==> src/rtl/pass_sched.sv <==
// pass_sched: sequences a three-pass training run (F0, F1, BP) over NEURONS jobs
// each, handing one job at a time to a shared MAC datapath for a set number of epochs.
`default_nettype none

module pass_sched #(
  parameter int NEURONS = 4
) (
  input  logic       clk_i,
  input  logic       rst_i,
  input  logic       en_i,
  input  logic       start_i,
  input  logic       abort_i,
  input  logic [3:0] epochs_i,
  input  logic       mac_ready_i,
  input  logic       mac_done_i,
  output logic       mac_valid_o,
  output logic [1:0] neuron_idx_o,
  output logic       f0_pass_o,
  output logic       f1_pass_o,
  output logic       b_pass_o,
  output logic [2:0] curr_state_o,
  output logic [3:0] epoch_cnt_o,
  output logic       busy_o,
  output logic       done_o
);

  typedef enum logic [2:0] {
    ST_IDLE = 3'b000,
    ST_F0   = 3'b001,
    ST_F1   = 3'b010,
    ST_BP   = 3'b011,
    ST_DONE = 3'b100
  } state_e;

  typedef enum logic {
    PH_ISSUE = 1'b0,
    PH_WAIT  = 1'b1
  } phase_e;

  localparam logic [1:0] LAST_IDX = 2'(NEURONS - 1);

  state_e     state_q, state_d;
  phase_e     phase_q, phase_d;
  logic [1:0] idx_q, idx_d;
  logic [3:0] epoch_q, epoch_d;
  logic [3:0] target_q, target_d;
  logic       valid_q, valid_d;
  logic       done_q, done_d;
  logic [3:0] epoch_inc;

  assign epoch_inc = epoch_q + 4'd1;

  always_ff @(posedge clk_i or negedge rst_i) begin
    if (!rst_i) begin
      state_q  <= ST_IDLE;
      phase_q  <= PH_ISSUE;
      idx_q    <= 2'd0;
      epoch_q  <= 4'd0;
      target_q <= 4'd1;
      valid_q  <= 1'b0;
      done_q   <= 1'b0;
    end else begin
      state_q  <= state_d;
      phase_q  <= phase_d;
      idx_q    <= idx_d;
      epoch_q  <= epoch_d;
      target_q <= target_d;
      valid_q  <= valid_d;
      done_q   <= done_d;
    end
  end

  always_comb begin
    state_d  = state_q;
    phase_d  = phase_q;
    idx_d    = idx_q;
    epoch_d  = epoch_q;
    target_d = target_q;
    valid_d  = valid_q;
    done_d   = done_q;

    if (en_i) begin
      done_d = 1'b0;
      if (abort_i) begin
        state_d = ST_IDLE;
        phase_d = PH_ISSUE;
        idx_d   = 2'd0;
        valid_d = 1'b0;
      end else begin
        case (state_q)
          ST_IDLE: begin
            valid_d = 1'b0;
            if (start_i) begin
              target_d = (epochs_i == 4'd0) ? 4'd1 : epochs_i;
              epoch_d  = 4'd0;
              idx_d    = 2'd0;
              phase_d  = PH_ISSUE;
              state_d  = ST_F0;
              valid_d  = 1'b1;
            end
          end
          ST_F0, ST_F1, ST_BP: begin
            if (phase_q == PH_ISSUE) begin
              if (valid_q && mac_ready_i) begin
                phase_d = PH_WAIT;
                valid_d = 1'b0;
              end
            end else if (mac_done_i) begin
              phase_d = PH_ISSUE;
              valid_d = 1'b1;
              if (idx_q != LAST_IDX) begin
                idx_d = idx_q + 2'd1;
              end else begin
                idx_d = 2'd0;
                case (state_q)
                  ST_F0:   state_d = ST_F1;
                  ST_F1:   state_d = ST_BP;
                  default: begin
                    // End of backprop closes one epoch.
                    epoch_d = epoch_inc;
                    if (epoch_inc == target_q) begin
                      state_d = ST_DONE;
                      valid_d = 1'b0;
                      done_d  = 1'b1;
                    end else begin
                      state_d = ST_F0;
                    end
                  end
                endcase
              end
            end
          end
          ST_DONE: begin
            state_d = ST_IDLE;
            valid_d = 1'b0;
          end
          default: begin
            state_d = ST_IDLE;
            phase_d = PH_ISSUE;
            idx_d   = 2'd0;
            valid_d = 1'b0;
          end
        endcase
      end
    end
  end

  assign mac_valid_o  = valid_q;
  assign neuron_idx_o = idx_q;
  assign epoch_cnt_o  = epoch_q;
  assign done_o       = done_q;
  assign curr_state_o = state_q;
  assign busy_o       = (state_q != ST_IDLE);
  assign f0_pass_o    = (state_q == ST_F0);
  assign f1_pass_o    = (state_q == ST_F1);
  assign b_pass_o     = (state_q == ST_BP);

endmodule

`default_nettype wire

==> config.mk <==
export PLATFORM = sky130hd
export DESIGN_NAME = pass_sched
export DESIGN_NICKNAME = d
export VERILOG_FILES = /design/src/rtl/pass_sched.sv
export SDC_FILE = /design/constraint.sdc
export NUM_CORES = 1
export LEC_CHECK = 0
export BUFFER_PORTS_ARGS = -buffer_cell sky130_fd_sc_hd__buf_4
export CORE_AREA = 2 2 74 48
export DETAILED_ROUTE_END_ITERATION = 10
export DIE_AREA = 0 0 76 50
export RECOVER_POWER = 50
export SLEW_MARGIN = 20
export SYNTH_ARGS = -nofsm -noshare
export SYNTH_HDL_FRONTEND = slang
export SYNTH_SLANG_ARGS = --single-unit
==> constraint.sdc <==
create_clock -name clk_i -period 1.7 [get_ports clk_i]
set_input_delay 0.34 -clock clk_i [delete_from_list [all_inputs] [get_ports clk_i]]
set_output_delay 0.34 -clock clk_i [all_outputs]
set_load 0.005 [all_outputs]
==> metrics.txt <==
CTS Root Cell clkbuf_8; Yosys top cell area share 0.359; setup slack, reg-to-reg 0.05 ns; Tcrit/Tclk final 0.988; placed insts 187; Syn Inst Count 106; Synth cell types 47; Ports 26; core area 0.00310 mm²; Slew Limit Headroom 0.373; CTS tree built; max-slew violations 0; largest net degree at the start of global routing 18; number of max-cap violations 0; Placer Congestion 0.791; Detailed Routing Iterations Pass 1 6; Pleak 0.724 nW; post-synthesis net count 119; pwr/cell area 1380 mW/mm²; Synth area leaders dfrtp_1 (36%), nand2_1 (4.3%), o21ai_0 (3.4%); DP HPWL 2.05 mm; vias 1,015; final wirelength 2.79 mm; Final Skew 0.00587 ns; vias in the first global route 958; Initial Utilization 0.337; DR WL/cell 14.0 µm; top-count cell post-synth dfrtp_1; reg-to-reg critical path endpoint neuron_idx_o[0]; WP data arrival 1.34 ns; Hold Startpoint epochs_i[1]; Hold Path End target_q[1]; CP Max Fanout 6; register area share after synthesis 0.384; synth cell count leaders dfrtp_1 (15), nand2_1 (12), nor2_1 (7), o21ai_0 (7), nor3_1 (4); H-tree levels 1; Area Growth Syn to Fin 51.4%; final hold viol count 0; ys flop type dfrtp_1; Die Span Y 50 µm; crit path capture type output port; Port Buffers 25; CP Launch Type flip-flop; initial antenna violation count 0; min Tclk post-route 1.68 ns; Reg-to-Reg Start curr_state_o[1]; Yosys reg bits 16; status finished clean; # rows 16; DIE WIDTH 76 µm; met3 wire length 145 µm; initial drt markers 51; RSZ-0062 raised after global routing true; worst r2r path cells 5; uppermost layer routed met4; GRT overflow 0; Via density 5.10; Synth Cell Area 0.00104 mm²; clk buf depth 2; number of synthesized flops with an enable pin 0; YS warnings 0; drt drc 0; layout cells sized above 1 0.481; Synth async-reset ratio 1.00; Peak VDD IR 0.000487 V; WL met1 1.34 mm; WP data required 1.36 ns; Num CTS Buffers 3; Detail Route met2 WL 1.25 mm; Reg clk slew, reported paths 0.06 ns; Least-Margin Pin Slew 0.941 ns; All-Layer GR Usage 0.157; die area 0.00380 mm²; placed inst area 0.00138 mm²; Fin Setup TNS 0 ns; Hold Path Class in2reg; Max Clk Rate 595 MHz; Synth Area per Inst 9.86 µm²; ANT nets after route 0; first-pass GRT wire length 4.69 mm; worst hold stages 2; Clock Latency Late Sink 0.26 ns; antenna cells 0; endpoints failing setup 0; fin area 0.00158 mm²; count of nets after finishing 168; Layout Cells excl Fill 199; Setup CP Type reg2out; Synth area leader dfrtp_1; clock sink total 16
==> metrics by stage <==
step / hold WS [ns] / setup slack (ns) / power [mW] / util
finish: 0.327 / 0.0200 / 2.18 / 0.510
global route: 0.332 / -0.0179 / 2.35 / 0.510
CTS: 0.319 / 0.00780 / 2.06 / 0.483
detailed placement: 0.217 / -0.0647 / 1.58 / 0.444
global placement: 0.216 / -0.000155 / 1.55 / 0.444
floorplan: 0.0444 / 0.00300 / 1.16 / -
==> placed cells by master (no fill, tap or decap), drive strengths merged, types with 2 or more instances in the layout <==
cell    Yosys  routed
nor3b       4       4
clkbuf      1      10
or3         2       2
mux2        4       4
o41ai       2       2
ha          2       2
xnor2       3       3
a21o        2       2
o311ai      2       2
mux2i       2       2
dfrtp      15      15
nand3       2       2
nand2b      2       2
o31ai       3       3
nor2        8       8
buf         3      41
inv         3       3
xor2        2       2
nand2      12      12
or2         3       3
o21ai       9       9
nor3        4       4
==> worst max-delay path: stages (launching register included) <==
cell and delay [ns]:
dfrtp_2 0.44, buf_6 0.14, or3_4 0.38, buf_6 0.12
==> flip-flops by register name, summed over array words and instances, names as in the netlist <==
register      flops
epoch_cnt_o       4
phase_q           1
neuron_idx_o      2
curr_state_o      3
mac_valid_o       1
done_o            1
target_q          4
==> timing repair <==
item,in CTS,in global routing
pin swaps,2,4
hold buffers,1,0
buffers inserted,5,3
endpoints found under the hold margin,15,0
gates resized for setup,6,14
setup endpoints to repair,6,7
==> how the worst max path moves through the flow <==
stage | slack [ns] | depth (start not counted) | end | startpoint
after floorplan | 0.003 | 5 | curr_state_o[0] | epoch_cnt_o[0]
after global routing | -0.02 | 3 | busy_o | curr_state_o[1]
after CTS | 0.008 | 3 | busy_o | curr_state_o[0]
final | 0.02 | 3 | busy_o | curr_state_o[1]
after global placement | -0.0002 | 5 | done_o | epoch_cnt_o[1]
after detailed placement | -0.06 | 5 | done_o | epoch_cnt_o[1]
==> report_power, final <==
part | internal, mW | switching (mW)
clock | 0.206 | 0.143
combinational | 0.706 | 0.514
sequential | 0.505 | 0.109
total | 1.42 | 0.766
==> metal layers <==
layer / up-vias / GRT usage
met3: 8 / 0.0495
met4: 0 / 0.0576
met1: 494 / 0.221
met2: 29 / 0.226
met5: - / 0
li1: 484 / -
==> kinds of logic after synthesis <==
kind of cell | Yosys count | share of synthesized area
AND/OR/NAND/NOR | 42 | 0.224
AO/OA/AOI/OAI | 27 | 0.207
flip-flops | 16 | 0.384
buffers and inverters | 7 | 0.0347
XOR/XNOR | 6 | 0.0635
multiplexers | 6 | 0.0623
adder cells (fa/ha/maj) | 2 | 0.0239
==> cell type report <==
type                    instances  area, µm²
multi-input cells              83        677
repair buffers                 48        378
well taps                      45       56.3
fillers                       293       1520
flip-flops and latches         16        404
inverters                       3       11.3
clock buffers                   4       55.1
(Power assumes the default switching activity.)
